$ cat src/rtl/bht_ctrl.sv
// bht_ctrl - branch history table controller.
//
// Owns an array of 2-bit saturating counters indexed gshare-style
// (PC bits xor global history), the global history register (GHR) and a
// small FIFO of resolved-branch updates. Only one table access happens per
// cycle: it serves either a fetch lookup or a read-modify-write drain of
// the update queue head. After reset the table is walked once, writing
// weakly-not-taken into every entry, before any traffic is accepted.
//
// Optional feature macro: BHT_CTRL_STATS_EN adds saturating counters for
// accepted lookups and accepted mispredict updates.
//
// Ports:
//   clk, reset        clock, synchronous active-high reset
//   lookup_*          fetch-side prediction request (valid/ready, pc)
//   pred_*            prediction result, one cycle after acceptance
//   upd_*             resolved branch update (valid/ready, index, outcome,
//                     mispredict flag, history used at prediction time)
//   init_busy         table initialisation in progress
//   stat_*            (BHT_CTRL_STATS_EN only) lookup / mispredict counts
module bht_ctrl #(
  parameter int BHT_SIZE  = 16,
  parameter int UPQ_DEPTH = 4,
  localparam int IDX_W    = $clog2(BHT_SIZE)
) (
  input  logic             clk,
  input  logic             reset,
  input  logic             lookup_valid,
  input  logic [31:0]      lookup_pc,
  output logic             lookup_ready,
  output logic             pred_valid,
  output logic             pred_taken,
  output logic [IDX_W-1:0] pred_index,
  output logic [IDX_W-1:0] pred_hist,
  input  logic             upd_valid,
  output logic             upd_ready,
  input  logic [IDX_W-1:0] upd_index,
  input  logic             upd_taken,
  input  logic             upd_mispredict,
  input  logic [IDX_W-1:0] upd_hist,
  output logic             init_busy
`ifdef BHT_CTRL_STATS_EN
  ,
  output logic [31:0]      stat_lookups,
  output logic [31:0]      stat_mispredicts
`endif
);

  localparam int CNT_W = $clog2(UPQ_DEPTH + 1);
  localparam int PTR_W = (UPQ_DEPTH > 1) ? $clog2(UPQ_DEPTH) : 1;
  localparam logic [CNT_W-1:0] DEPTH_C  = CNT_W'(UPQ_DEPTH);
  localparam logic [PTR_W-1:0] LAST_PTR = PTR_W'(UPQ_DEPTH - 1);
  localparam logic [IDX_W-1:0] LAST_IDX = IDX_W'(BHT_SIZE - 1);

  typedef enum logic {ST_INIT, ST_RUN} state_t;

  state_t           state_q, state_d;
  logic [IDX_W-1:0] init_cnt_q, init_cnt_d;
  logic [IDX_W-1:0] ghr_q, ghr_d, ghr_eff;
  logic [PTR_W-1:0] wr_ptr_q, wr_ptr_d, rd_ptr_q, rd_ptr_d;
  logic [CNT_W-1:0] count_q, count_d;
  logic             init_busy_q, init_busy_d;
  logic             pred_valid_q, pred_valid_d;
  logic             pred_taken_q, pred_taken_d;
  logic [IDX_W-1:0] pred_index_q, pred_index_d;
  logic [IDX_W-1:0] pred_hist_q, pred_hist_d;

  logic [1:0]       bht_mem [BHT_SIZE];
  logic [IDX_W-1:0] upq_idx_mem [UPQ_DEPTH];
  logic             upq_taken_mem [UPQ_DEPTH];

  logic             run, q_full, lookup_fire, upd_fire, repair, drain;
  logic [IDX_W-1:0] lookup_idx, head_idx;
  logic             head_taken;
  logic [1:0]       head_ctr, head_ctr_next;
  logic             tbl_we;
  logic [IDX_W-1:0] tbl_waddr;
  logic [1:0]       tbl_wdata;

  // Only the index bits of the PC and the low history bits are consumed.
  logic unused_bits;
  assign unused_bits = ^{lookup_pc[31:IDX_W+2], lookup_pc[1:0], upd_hist[IDX_W-1]};

  always_comb begin
    run          = (state_q == ST_RUN);
    q_full       = (count_q == DEPTH_C);
    lookup_ready = run && !q_full;
    upd_ready    = run && !q_full;
    lookup_fire  = lookup_valid && lookup_ready;
    upd_fire     = upd_valid && upd_ready;
    repair       = upd_fire && upd_mispredict;
    // A full queue forces a drain; otherwise lookups own the slot and the
    // queue only drains in cycles with no accepted lookup.
    drain        = run && (q_full || (!lookup_fire && (count_q != '0)));

    // The previous prediction's outcome is folded in during its pred_valid
    // cycle, so a back-to-back lookup already sees the shifted history.
    ghr_eff    = pred_valid_q ? {ghr_q[IDX_W-2:0], pred_taken_q} : ghr_q;
    ghr_d      = repair ? {upd_hist[IDX_W-2:0], upd_taken} : ghr_eff;
    lookup_idx = lookup_pc[IDX_W+1:2] ^ ghr_eff;

    head_idx   = upq_idx_mem[rd_ptr_q];
    head_taken = upq_taken_mem[rd_ptr_q];
    head_ctr   = bht_mem[head_idx];
    if (head_taken) begin
      head_ctr_next = (head_ctr == 2'b11) ? 2'b11 : head_ctr + 2'b01;
    end else begin
      head_ctr_next = (head_ctr == 2'b00) ? 2'b00 : head_ctr - 2'b01;
    end

    // Queue bookkeeping with explicit wrap so non-power-of-two depths work.
    wr_ptr_d = wr_ptr_q;
    rd_ptr_d = rd_ptr_q;
    count_d  = count_q;
    if (upd_fire) begin
      wr_ptr_d = (wr_ptr_q == LAST_PTR) ? '0 : wr_ptr_q + 1'b1;
    end
    if (drain) begin
      rd_ptr_d = (rd_ptr_q == LAST_PTR) ? '0 : rd_ptr_q + 1'b1;
    end
    if (upd_fire && !drain) begin
      count_d = count_q + 1'b1;
    end else if (drain && !upd_fire) begin
      count_d = count_q - 1'b1;
    end

    state_d    = state_q;
    init_cnt_d = init_cnt_q;
    if (state_q == ST_INIT) begin
      init_cnt_d = init_cnt_q + 1'b1;
      if (init_cnt_q == LAST_IDX) begin
        state_d = ST_RUN;
      end
    end
    init_busy_d = (state_d == ST_INIT);

    // Single table write port shared by the init walk and the drain RMW.
    tbl_we    = !reset && ((state_q == ST_INIT) || drain);
    tbl_waddr = (state_q == ST_INIT) ? init_cnt_q : head_idx;
    tbl_wdata = (state_q == ST_INIT) ? 2'b01 : head_ctr_next;

    pred_valid_d = lookup_fire;
    pred_taken_d = pred_taken_q;
    pred_index_d = pred_index_q;
    pred_hist_d  = pred_hist_q;
    if (lookup_fire) begin
      pred_taken_d = bht_mem[lookup_idx][1];
      pred_index_d = lookup_idx;
      pred_hist_d  = ghr_eff;
    end
  end

  always_ff @(posedge clk) begin
    if (reset) begin
      state_q      <= ST_INIT;
      init_cnt_q   <= '0;
      ghr_q        <= '0;
      wr_ptr_q     <= '0;
      rd_ptr_q     <= '0;
      count_q      <= '0;
      init_busy_q  <= 1'b1;
      pred_valid_q <= 1'b0;
      pred_taken_q <= 1'b0;
      pred_index_q <= '0;
      pred_hist_q  <= '0;
    end else begin
      state_q      <= state_d;
      init_cnt_q   <= init_cnt_d;
      ghr_q        <= ghr_d;
      wr_ptr_q     <= wr_ptr_d;
      rd_ptr_q     <= rd_ptr_d;
      count_q      <= count_d;
      init_busy_q  <= init_busy_d;
      pred_valid_q <= pred_valid_d;
      pred_taken_q <= pred_taken_d;
      pred_index_q <= pred_index_d;
      pred_hist_q  <= pred_hist_d;
    end
  end

  // Storage arrays carry no reset: the init walk defines the table and the
  // queue entries are only read while count_q says they are live.
  always_ff @(posedge clk) begin
    if (tbl_we) begin
      bht_mem[tbl_waddr] <= tbl_wdata;
    end
    if (upd_fire && !reset) begin
      upq_idx_mem[wr_ptr_q]   <= upd_index;
      upq_taken_mem[wr_ptr_q] <= upd_taken;
    end
  end

  assign pred_valid = pred_valid_q;
  assign pred_taken = pred_taken_q;
  assign pred_index = pred_index_q;
  assign pred_hist  = pred_hist_q;
  assign init_busy  = init_busy_q;

`ifdef BHT_CTRL_STATS_EN
  logic [31:0] stat_lookups_q, stat_lookups_d;
  logic [31:0] stat_mispredicts_q, stat_mispredicts_d;

  always_comb begin
    stat_lookups_d     = stat_lookups_q;
    stat_mispredicts_d = stat_mispredicts_q;
    if (lookup_fire && (stat_lookups_q != 32'hFFFF_FFFF)) begin
      stat_lookups_d = stat_lookups_q + 32'd1;
    end
    if (repair && (stat_mispredicts_q != 32'hFFFF_FFFF)) begin
      stat_mispredicts_d = stat_mispredicts_q + 32'd1;
    end
  end

  always_ff @(posedge clk) begin
    if (reset) begin
      stat_lookups_q     <= '0;
      stat_mispredicts_q <= '0;
    end else begin
      stat_lookups_q     <= stat_lookups_d;
      stat_mispredicts_q <= stat_mispredicts_d;
    end
  end

  assign stat_lookups     = stat_lookups_q;
  assign stat_mispredicts = stat_mispredicts_q;
`endif

endmodule
$ cat config.mk
export PLATFORM = sky130hd
export DESIGN_NAME = bht_ctrl
export DESIGN_NICKNAME = d
export VERILOG_FILES = /design/src/rtl/bht_ctrl.sv
export SDC_FILE = /design/constraint.sdc
export NUM_CORES = 1
export LEC_CHECK = 0
export ABC_AREA = 1
export ABC_CLOCK_PERIOD_IN_PS = 6500
export CAP_MARGIN = 20
export CORE_ASPECT_RATIO = 0.6
export CORE_UTILIZATION = 59
export CTS_BUF_LIST = sky130_fd_sc_hd__clkbuf_4 sky130_fd_sc_hd__clkbuf_8
export DETAILED_ROUTE_END_ITERATION = 12
export DONT_BUFFER_PORTS = 1
export PLACE_DENSITY = 0.75
export SYNTH_ARGS = -nofsm -noshare
export SYNTH_HDL_FRONTEND = slang
export SYNTH_SLANG_ARGS = --single-unit
$ cat constraint.sdc
create_clock -name clk -period 6.5 [get_ports clk]
set_clock_uncertainty 0.15 [all_clocks]
set_input_delay 1.3 -clock clk [delete_from_list [all_inputs] [get_ports clk]]
set_output_delay 1.3 -clock clk [all_outputs]
set_load 0.01 [all_outputs]
; ---- After elaboration in Yosys (flattened, before gate mapping)
; Memory sizes are Yosys's and may differ from the RTL's. A register that Yosys moved wholly into a read port is not among the register bits.
; Cells that the tools add are included.
[word_totals]
out_inout_bits = 13
word_cells = 69
regBits = 26
mem_bits_rw = 52
mem_count = 3
input_bits = 46
[classes]
n_reduce_logical = 20
eq_ne = 5
n_addsub = 7
bitwise = 3
muxes = 21
[memory_table]
columns = name, words, width, rd, rd_clocked_by_memory_dff, wr, line
row1 = bht_mem, 16, 2, 2, 1, 1, 68  ; logic [1:0] bht_mem [BHT_SIZE];
row2 = upq_idx_mem, 4, 4, 1, 1, 1, 69  ; logic [IDX_W-1:0] upq_idx_mem [UPQ_DEPTH];
row3 = upq_taken_mem, 4, 1, 1, 1, 1, 70  ; logic upq_taken_mem [UPQ_DEPTH];
[ops]
columns = operator, count
row1 = two-way mux 2 bit, 10
row2 = two-way mux 4 bit, 3
row3 = logical AND 1 bit, 10
row4 = "adder 2 x 1 -> 2 bit, second input constant", 3
row5 = "== test 2 bit, second input constant", 3
row6 = two-way mux 1 bit, 6
row7 = two-way mux 3 bit, 2
row8 = logical NOT 1 bit, 5
row9 = "adder 4 x 1 -> 4 bit, second input constant", 1
row10 = "== test 4 bit, second input constant", 1
row11 = bitwise XOR 4 bit, 1
row12 = "adder 3 x 1 -> 3 bit, second input constant", 1
row13 = "== test 3 bit, second input constant", 1
row14 = nonzero test 3 bit, 1
row15 = "subtractor 3 x 1 -> 3 bit, second input constant", 1
row16 = logical NOT 2 bit, 1
row17 = logical OR 1 bit, 2
row18 = inverter 1 bit, 2
row19 = nonzero test 2 bit, 1
row20 = "subtractor 2 x 1 -> 2 bit, second input constant", 1

; ---- Logic depth before layout (Yosys ltp)
; Gate-level depths: netlist of run 1.
[depth]
ltp_word = 12
depth_mapped = 13
ltp_nobuf = 13

; ---- Least setup slack after synthesis of run 1
; OpenSTA, ideal clock, no wires.
[synth_path]
path_kind = input port to flip-flop
start = in lookup_valid
end = reg count_q[2]
arrival_ns = 2.531
path_buffers = 0
path_stages = 9
t_required_ns = 6.228
path_slack_ns = 3.697
cell_sequence = nand2_1 -> nand3_1 -> ha_1 -> inv_1 -> fa_1 -> a21oi_1 -> o21ai_0 -> o21ai_0 -> a21oi_1
[synth_between]
elab_chain_len = 8
elab_cells_between_ends = 10
[synth_rtl]
columns = element, line
row1 = from (decl), 28  ; input logic lookup_valid,
row2 = logical AND 1 bit (*), 89  ; lookup_fire = lookup_valid && lookup_ready;
row3 = logical NOT 1 bit (*), 94  ; drain = run && (q_full || (!lookup_fire && (count_q != '0)));
row4 = logical AND 1 bit (*), 94
row5 = logical OR 1 bit (*), 94
row6 = logical AND 1 bit (*), 94
row7 = logical NOT 1 bit, 121  ; if (upd_fire && !drain) begin
row8 = logical AND 1 bit, 121
row9 = two-way mux 3 bit or nonzero test 2 bit (tied branches), --
row10 = to (signal assigned), 172  ; count_q <= count_d;
row11 = to (decl), 61  ; logic [CNT_W-1:0] count_q, count_d;
; Every way passes the cells marked *; elsewhere a longest branch is shown, timed or not.
; A chain may end at the register's enable or synchronous reset.

==> results.cfg, run 1 <==
[timing]
final-max-slew-violation-count = 0
rsz0062_at_grt = no
setup_violations = 0
hold_violations = 0
clock.fmax_mhz = 289.0
min_period_ps = 3460
worst_slew_margin_rel_pct = 27.17
fin_crit_sh_pct = 53.24
tns_ps = 0
worst_pin_slew_ps = 1088

[global_routing]
globalRouteTotalUtil_pct = 26.80
grt_pass1_vias = 2674
grt_max_degree = 19
grt_pass1_wl_mm = 13.56
grt-ovfl-total = 0
antenna_found_initial = 0

[setup_path]
r2r_cells = 12
cp.required_ps = 6340
cp.buffers_inverters = 1
crit_fanout = 18
worstSetupPathDepth = 12
path_cells = inv_2 -> nand2_1 -> nand3_2 -> nand2_4 -> nand2_1 -> nand3_1 -> nand3_1 -> nand3_1 -> nand2_1 -> nand2_1 -> nand2_1 -> nor2_1
critPathLaunchType = flop
path_class = reg2reg
reg2reg_to = bht_mem[3][1]
slowest_stage = nor2_1
endpoint_kind = flop
cp_top_family = simple AND/OR/NAND/NOR gates
crit_top_cell = nand2_1
cp.arrival_ps = 3300
worstSetupEndpoint = bht_mem[3][1]
r2r_setup_slack_ps = 3040
slowest_delay_ps = 840

[die]
die_h_um = 64.01
die_area_um2 = 6743
rows = 22
initial_core_util_pct = 61.60
fp.dieW_um = 105.4
io_pins = 59
coreArea_um2 = 6138

[placed_design]
place.gp.congestion = 0.8284
hpwlAfterDp_mm = 6.118
placed_cell_area_um2 = 3817
io_buffer_count = 0

[flow_run]
cap_viol_max_count = 0

[drt]
drt_iter0_drc = 312
wirelength_mm = 8.259
drtPass1Iterations = 7
wl_per_cell_um = 16.23
routed_via_density = 5.672
via_count = 2887
drc = 0
detail-route-antenna-nets = 0

[synth]
yosysSeqAreaShare_pct = 56.65
synth_nets = 473
ys_ff_latch = 81
ys_types = 34
syn_avg_cell_area_um2 = 9.024
synthCells = 419
netlist_area_um2 = 3781
yosysWarnings = 0

[clocking]
cts_setup_buffers = 0
clock_path_buffers = 2
path_clk_slew_ps = 90
cts_max_level = 3
hold_buffers = 0
cts_tree = yes
cts.sinks = 81
clock-root-buffer = clkbuf_8
cts_made_buffers = 9
ctsResizeCount = 0
clk_latency_ps = 350

[finish]
final_util_pct = 65.37
area_delta_synth_final_pct = 6.122
num_antenna_cells = 0
finish.net_count = 474
nFillCells = 515
fin_area_um2 = 4013
multi_input_area_um2 = 1386
drive_gt1_share_pct = 8.235
final_cell_mix = 100 x nand2_1, 60 x nand3_1, 52 x edfxtp_1, 44 x inv_1, 36 x nor2_1
layout_commonest_cell = nand2_1
seqCellArea_um2 = 2142

[pwr]
p_total_uw = 936.8
ir_drop_mv = 0.1304
cellPowerDensity_nw_per_um2 = 233.5
p_leak_uw = 0.001523

[status]
status = finished, final reports clean

[min_path]
holdCritPathClass = reg2reg
[state kept, by name (all words and copies together), names as in the netlist, 2 cells and up, named ones only]
signal         count
bht_mem           32
upq_idx_mem       16
ghr_q              4
init_cnt_q         4
pred_hist          4
pred_index         4
upq_taken_mem      4
count_q            3
rd_ptr_q           2
wr_ptr_q           2
[Yosys cell counts, drive strengths merged]
| master | n | share of area, % |
|---|---|---|
| xnor2 | 2 | 0.46 |
| o21a | 2 | 0.40 |
| o21ai | 25 | 3.7 |
| a21oi | 26 | 3.7 |
| nand3 | 62 | 8.5 |
| nor4 | 1 | 0.17 |
| nor2 | 36 | 3.6 |
| nand2 | 105 | 11 |
| ha | 7 | 2.3 |
| o211ai | 1 | 0.20 |
| nor3 | 3 | 0.40 |
| buf | 9 | 1.7 |
| inv | 49 | 4.9 |
| edfxtp | 52 | 41 |
| xor2 | 3 | 0.89 |
| dfxtp | 29 | 15 |
| fa | 1 | 0.53 |
| o31ai | 1 | 0.20 |
| or2 | 3 | 0.50 |
| a32oi | 1 | 0.23 |
| clkbuf | 1 | 0.099 |
[area by class of cell]
cell class / instances / share of cell area (%)
Clock buffer: 11 / 3.461
Tap cell: 84 / 2.619
Multi-Input combinational cell: 279 / 34.55
Clock inverter: 5 / 1.403
Sequential cell: 81 / 53.38
Inverter: 49 / 4.584
[worst reg2reg max path: stages (launching register included)]
cell and delay (ps):
dfxtp_1 610, inv_2 180, nand2_1 110, nand3_2 260
nand2_4 340, nand2_1 110, nand3_1 90, nand3_1 100
nand3_1 130, nand2_1 60, nand2_1 70, nand2_1 50
nor2_1 840
[where the power goes]
part           leakage, uW  switching [uW]  total [uW]  internal, uW
Clock            0.0000963             176         361           185
Sequential        0.000678            1.99         548           546
Combinational     0.000749            19.7        27.9          8.18
Total              0.00152             198         937           739
[worst min path at each step]
stage                startpoint     endpoint  slack (ps)  depth (start not counted)
floorplan           rd_ptr_q[1]         flop         290                          2
global placement     count_q[1]   count_q[1]         320                          2
detailed placement  rd_ptr_q[0]  rd_ptr_q[0]         340                          2
CTS                 rd_ptr_q[1]         flop         350                          2
global route         count_q[1]   count_q[1]         360                          2
finish               count_q[1]   count_q[1]         350                          2
[layer usage]
metal	vias up	routed length (um)	track usage (%)
li1	1397	-	-
met1	1344	3843	39.69
met2	136	3514	38.65
met3	10	810	7.653
met4	0	91	6.866
met5	-	0	0
[logic make-up after synthesis]
kind of cell    after synthesis  synth area share, %
xor+xnor                      5                1.357
simple gates                210                23.99
flops                        81                56.65
fa+ha+maj                     8                2.846
buf+inv                      59                6.684
compound gates               56                8.472
[through the flow]
stage / setup WS, ps / hold WS, ps / cells
5_1_grt: 2820 / 364.2 / 509
3_3_place_gp: 3325 / 323.8 / 493
2_1_floorplan: 3697 / 289.1 / 419
4_1_cts: 3155 / 349.3 / 509
3_5_place_dp: 3172 / 338.2 / 493
6_report: 3040 / 351.7 / 509
No activity file was read; power rests on OpenSTA's default activity.
==> run 2: changes to the inputs <==
Settings changed: ABC_CLOCK_PERIOD_IN_PS 6500 to 3100, PLACE_DENSITY 0.75 to 0.78.
Clock period 6.5 ns to 3.1 ns, I/O delays scaled along.
==> results.cfg, run 2 (same netlist as run 1, synthesis figures left out) <==
[pwr]
pwr-share-comb_pct = 3.1
ir_drop_mv = 0.3436
p_seq_share_pct = 60.7
net-switching-power_uw = 410.7
p_clk_share_pct = 36.3
cellPowerDensity_nw_per_um2 = 468.7
p_total_uw = 1893
p_leak_uw = 0.001553
internal-power_uw = 1482
p_sw_share_pct = 21.69

[finish]
layout_commonest_cell = nand2_1
final_cell_mix = 100 x nand2_1, 60 x nand3_1, 52 x edfxtp_1, 44 x inv_1, 35 x nor2_1
seqCellArea_um2 = 2142
top_regs = bht_mem (32), upq_idx_mem (16)
largest_register_ffs = 32
area_delta_synth_final_pct = 6.817
num_antenna_cells = 0
fin_area_um2 = 4039
finish.net_count = 480
multi_input_area_um2 = 1389
nFillCells = 513
largest-register = bht_mem
drive_gt1_share_pct = 9.745

[min_path]
holdPathStages = 1
whs_endpoint = pred_hist[2]
holdCritPathClass = in2reg
hold_path.startpoint = reset

[die]
rows = 22
die_h_um = 64.01
initial_core_util_pct = 61.60
io_pins = 59
die_area_um2 = 6743
coreArea_um2 = 6138
fp.dieW_um = 105.4

[clocking]
clk_latency_ps = 350
clock-root-buffer = clkbuf_8
clock_path_buffers = 2
ctsResizeCount = 0
hold_buffers = 0
cts_max_level = 3
cts_setup_buffers = 0
cts_made_buffers = 9
cts.sinks = 81
cts_tree = yes
path_clk_slew_ps = 80

[timing]
fin_crit_sh_pct = 85.34
rsz0062_at_grt = no
final-max-slew-violation-count = 0
tns_ps = 0
setup_violations = 0
worst_slew_margin_rel_pct = 56.48
worst_pin_slew_ps = 652.1
hold_violations = 0
min_period_ps = 2645
clock.fmax_mhz = 378.0

[placed_design]
io_buffer_count = 0
place.gp.congestion = 0.8748
hpwlAfterDp_mm = 6.028
placed_cell_area_um2 = 3862

[setup_path]
crit_fanout = 16
slowest_delay_ps = 500
crit_top_cell = nand3_1
r2r_cells = 11
endpoint_kind = flop
path_class = reg2reg
slowest_stage = nor2_2
path_cells = buf_4 -> nand2_1 -> nand3_1 -> nand2_1 -> inv_1 -> nand3_1 -> nand3_1 -> nand3_1 -> nand2_1 -> inv_1 -> nor2_2
cp.arrival_ps = 2560
r2r_setup_slack_ps = 450
reg2reg_to = bht_mem[5][1]
cp.required_ps = 3010
critPathLaunchType = flop

[global_routing]
antenna_found_initial = 0
grt_pass1_wl_mm = 13.23
globalRouteTotalUtil_pct = 26.24
grt-ovfl-total = 0
grt_pass1_vias = 2620
grt_max_degree = 19

[status]
status = finished, final reports clean

[drt]
routed_via_density = 5.627
drtPass1Iterations = 5
detail-route-antenna-nets = 0
drt_iter0_drc = 244
via_count = 2898
drc = 0
wl_per_cell_um = 15.68
wirelength_mm = 8.073

[flow_run]
cap_viol_max_count = 0
-- run 2: through the flow --
step / setup WS [ps] / util (%) / cells / hold WS, ps
finish: 454.5 / 65.80 / 515 / 179.0
global route: 274.6 / 65.80 / 515 / 156.5
CTS: 205.8 / 65.76 / 515 / 160.6
detailed placement: 224.8 / 62.92 / 499 / 320.9
global placement: 242.7 / 62.92 / 499 / 309.1
floorplan: 898.1 / - / 419 / 289.1
-- run 2: layer usage --
metal	wire (um)	vias to the layer above	GRT usage (%)
met1	3856	1374	38.12
li1	-	1405	-
met2	3391	108	38.08
met3	741	11	7.653
met5	0	-	0
met4	83	0	7.746
-- run 2: critical path, delay by kind of cell, from the launching register on --
family,cells,cell delay (ps)
buffers and inverters,3,490
flip-flops,1,450
AND/OR/NAND/NOR,8,1250
-- run 2: worst max path at each step --
stage	end	slack (ps)	cells past startpoint
2_1_floorplan	count_q[2]	900	13
3_3_place_gp	bht_mem[0][1]	240	12
3_5_place_dp	bht_mem[1][1]	220	12
4_1_cts	bht_mem[8][1]	210	12
5_1_grt	count_q[2]	270	13
6_report	bht_mem[5][1]	450	11
-- run 2: cell type report --
class | instances | share of cell area [%]
flip-flops and latches | 81 | 53.04
well taps | 84 | 2.602
inverters | 49 | 4.554
multi-input cells | 279 | 34.39
clock inverters | 5 | 0.7125
clock buffers | 11 | 3.594
repair buffers | 6 | 1.115
-- run 2: power by group through the flow --
stage | registers (uW) | logic (uW) | clock network, uW
floorplan | 1170 | 45.2 | 0
global placement | 1170 | 54.7 | 0
detailed placement | 1170 | 57.1 | 0
CTS | 1150 | 57.3 | 699
global route | 1150 | 65.4 | 750
finish | 1150 | 58.0 | 686
==> run 3: changes to the inputs <==
Settings changed: CAP_MARGIN 20 to 25, CTS_CLUSTER_SIZE set to 25.
==> results.cfg, run 3 (same netlist as run 1, synthesis figures left out) <==
[status]
status = finished, final reports clean

[drt]
drtPass1Iterations = 5
wl_per_cell_um = 15.70
routed_via_density = 5.659
via_count = 2920
drt_iter0_drc = 278
detail-route-antenna-nets = 0
drc = 0
wirelength_mm = 8.100

[pwr]
p_sw_share_pct = 21.73
cellPowerDensity_nw_per_um2 = 468.3
p_leak_uw = 0.001559
ir_drop_mv = 0.3427
internal-power_uw = 1482
pwr-share-comb_pct = 3.1
net-switching-power_uw = 411.4
p_clk_share_pct = 36.3
p_seq_share_pct = 60.6

[timing]
min_period_ps = 2622
setup_violations = 0
clock.fmax_mhz = 381.4
worst_slew_margin_rel_pct = 63.97
tns_ps = 0
fin_crit_sh_pct = 84.57
rsz0062_at_grt = no
final-max-slew-violation-count = 0
worst_pin_slew_ps = 538.4
hold_violations = 0

[min_path]
holdCritPathClass = in2reg

[global_routing]
globalRouteTotalUtil_pct = 26.24
grt_max_degree = 19
grt_pass1_vias = 2620
grt-ovfl-total = 0
grt_pass1_wl_mm = 13.23
antenna_found_initial = 0

[finish]
largest_register_ffs = 32
num_antenna_cells = 0
multi_input_area_um2 = 1386
seqCellArea_um2 = 2142
top_regs = bht_mem (32), upq_idx_mem (16)
area_delta_synth_final_pct = 6.949
final_cell_mix = 100 x nand2_1, 60 x nand3_1, 52 x edfxtp_1, 44 x inv_1, 36 x nor2_1
layout_commonest_cell = nand2_1
nFillCells = 513
drive_gt1_share_pct = 9.722
finish.net_count = 481
fin_area_um2 = 4044
largest-register = bht_mem

[die]
initial_core_util_pct = 61.60
die_area_um2 = 6743
die_h_um = 64.01
fp.dieW_um = 105.4
coreArea_um2 = 6138
io_pins = 59
rows = 22

[clocking]
ctsResizeCount = 0
cts_made_buffers = 9
cts_setup_buffers = 0
clock_path_buffers = 2
hold_buffers = 0
cts.sinks = 81
cts_max_level = 3
clock-root-buffer = clkbuf_8
clk_latency_ps = 350
cts_tree = yes
path_clk_slew_ps = 80

[setup_path]
path_class = reg2reg
endpoint_kind = flop
cp.required_ps = 3150
crit_fanout = 11
cp.arrival_ps = 2670
critPathLaunchType = flop

[placed_design]
io_buffer_count = 0
place.gp.congestion = 0.8748
placed_cell_area_um2 = 3862
hpwlAfterDp_mm = 6.028

[flow_run]
cap_viol_max_count = 0
## run 3: path summary, 6_finish.rpt
kind | from | to | slack, ps | cells after the start
hold reg to reg | count_q[2] | count_q[2] | 340 | 2
hold / removal | reset | pred_hist[2] | 170 | 1
setup / recovery | flop | bht_mem[8][1] | 480 | 12
setup reg to reg | flop | bht_mem[8][1] | 480 | 12
## run 3: final cells by class
type | count | area share (%)
multi-input cells | 279 | 34.28
clock inverters | 5 | 0.7116
inverters | 49 | 4.548
well taps | 84 | 2.599
clock buffers | 11 | 3.589
repair buffers | 7 | 1.300
flip-flops and latches | 81 | 52.97
## run 3: critical path: stages (launching register included)
cell and delay [ps]:
dfxtp_1 450, buf_4 200, nand2_1 50, nand3_1 90, nand2_1 200, inv_1 230
nand3_1 110, nand3_1 120, nand3_1 110, nand2_1 80, inv_1 50, nor2_1 360
buf_4 270
## run 3: stage by stage
step                      instances  total power (uW)  utilization (%)  setup slack, ps  hold WS (ps)
after floorplan                 419              1217                -            898.1         289.1
after global placement          499              1228            62.92            242.7         309.1
after detailed placement        499              1230            62.92            224.8         320.9
after CTS                       515              1905            65.76            205.8         160.6
after global routing            516              1964            65.88            274.6         156.5
final                           516              1894            65.88            478.3         174.1
## run 3: routing by layer
metal | track usage [%] | share of wire (%) | up-vias
met5 | 0 | 0 | -
met4 | 7.746 | 1.0 | 0
met3 | 7.653 | 9.3 | 11
met2 | 38.08 | 42 | 121
met1 | 38.12 | 47 | 1382
li1 | - | - | 1406
## run 3: power groups by stage
| stage | Combinational (uW) | Clock [uW] | Sequential (uW) |
|---|---|---|---|
| after floorplan | 45.2 | 0 | 1170 |
| after global placement | 54.7 | 0 | 1170 |
| after detailed placement | 57.1 | 0 | 1170 |
| after CTS | 57.3 | 699 | 1150 |
| after global routing | 65.4 | 750 | 1150 |
| final | 57.9 | 687 | 1150 |
==> variant (flow settings as in run 1) <==
Add a define of `BHT_CTRL_STATS_EN`.
--- a/src/rtl/bht_ctrl.sv
+++ b/src/rtl/bht_ctrl.sv
@@ -19,4 +19,6 @@
 //   init_busy         table initialisation in progress
 //   stat_*            (BHT_CTRL_STATS_EN only) lookup / mispredict counts
+`define BHT_CTRL_STATS_EN
+
 module bht_ctrl #(
   parameter int BHT_SIZE  = 16,
Formal check against the unedited RTL (old outputs only; new: stat_lookups and stat_mispredicts): equivalent (equiv_simple and equiv_induct, registers matched by name and starting in step).
==> variant against run 1 <==
Routed wire length up 120%. Power up 88%. Count of clock-buffer cells in the layout up 7. Cell area up 92%. Area after synthesis up 91%. First-iteration DRC count up 140%. Setup slack worse by 0.32 ns. Sequential cell count up 64. Critical endpoint is now bht_mem[10][1]$_DFFE_PP_.
==> variant: results (changes against run 1) <==
Parameter                              Value

Placement
  Total cell area at the placement stage    7280 µm² (was 3820 µm²)
  Cells after DPL    1083 (was 493)
  Post-DP HPWL    13200 µm (was 6120 µm)
  Final Wtd Congestion    0.901 (was 0.828)

STA
  Worst slew slack as a fraction of its limit    35.5% (was 27.2%)
  Max frequency    265 MHz (was 289 MHz)

Worst setup path
  Critical path's largest stage delay    0.75 ns (was 0.84 ns)
  End of the critical path    bht_mem[10][1]$_DFFE_PP_ (was bht_mem[3][1]$_DFFE_PP_)

Status
  Status    complete, no violations (unchanged)

Layout
  Clock Buffer Count    18 (was 11)
  Buffering overhead    0.0974% (was 0%)
  Area fraction of clock buffers and clock inverters    5.55% (was 4.86%)
  Count of non-CTS inverters in the layout    116 (was 49)
  # nets final    998 (was 474)
  Multi-input combinational gate total    661 (was 279)
  Ratio of cells with drive above 1 in the final layout    7.23% (was 8.24%)

Worst hold path
  Launch instance of the worst min-delay path    rd_ptr_q[1]$_SDFFE_PP0P_ (was count_q[1]$_SDFFE_PP0P_)

Synthesis
  Predominant post-synthesis flop cell    dfxtp_1 (was edfxtp_1)
  Mean Syn Cell Area    7.65 µm² (was 9.02 µm²)
  Share of the yosys chip area belonging to registers    47.4% (was 56.7%)
  Most common library cells after synthesis    nand2_1 (225), inv_1 (106), nor2_1 (104), dfxtp_1 (93), nand3_1 (90) (was nand2_1 (100), nand3_1 (60), edfxtp_1 (52), inv_1 (44), nor2_1 (36))

Global route
  Largest net degree at the start of global routing    64 (was 19)
  Wire length of the first global-routing pass    28900 µm (was 13600 µm)

CTS
  Deepest level of the CTS H-tree    4 (was 3)
  Latest clock arrival within the worst-skew pair    0.45 ns (was 0.35 ns)

Power and ir drop
  Worst ir drop on vdd    0.137 mV (was 0.130 mV)
  Internal Dissipation    1.37 mW (was 0.739 mW)

Drt
  Violation count after the first detailed-route iteration    751 (was 312)
  Post-Route WL    18200 µm (was 8260 µm)
[variant: cell count changes in the layout (fill, tap and decap cells not counted), sizes merged, moves of 28 or more]
cell	before	now
a21oi	26	63
dfxtp	29	93
inv	49	117
nand2	105	233
nand3	62	90
nor2	36	108
nor3	3	44
o21ai	25	66
[variant: metal layers]
layer  share of wire (%)  wire, µm  track usage (%)
met2                  42      7630             44.4
met1                  45      8220             42.6
met5                   0         0                0
met3                  11      2050             8.58
met4                 1.5       264             8.23
[variant: power by group through the flow]
stage                     Combinational (mW)  Clock, mW  Sequential [mW]
after floorplan                       0.0292          0            0.960
after global placement                0.0341          0            0.961
after detailed placement              0.0357          0            0.961
after CTS                             0.0358      0.783            0.940
after global routing                  0.0413      0.817            0.940
final                                 0.0369      0.782            0.940
[variant: logic make-up after synthesis]
family	share of synthesized area, %
compound gates	10.4
xor+xnor	1.82
fa+ha+maj	1.84
buf+inv	8.13
flops	47.4
simple gates	30.4
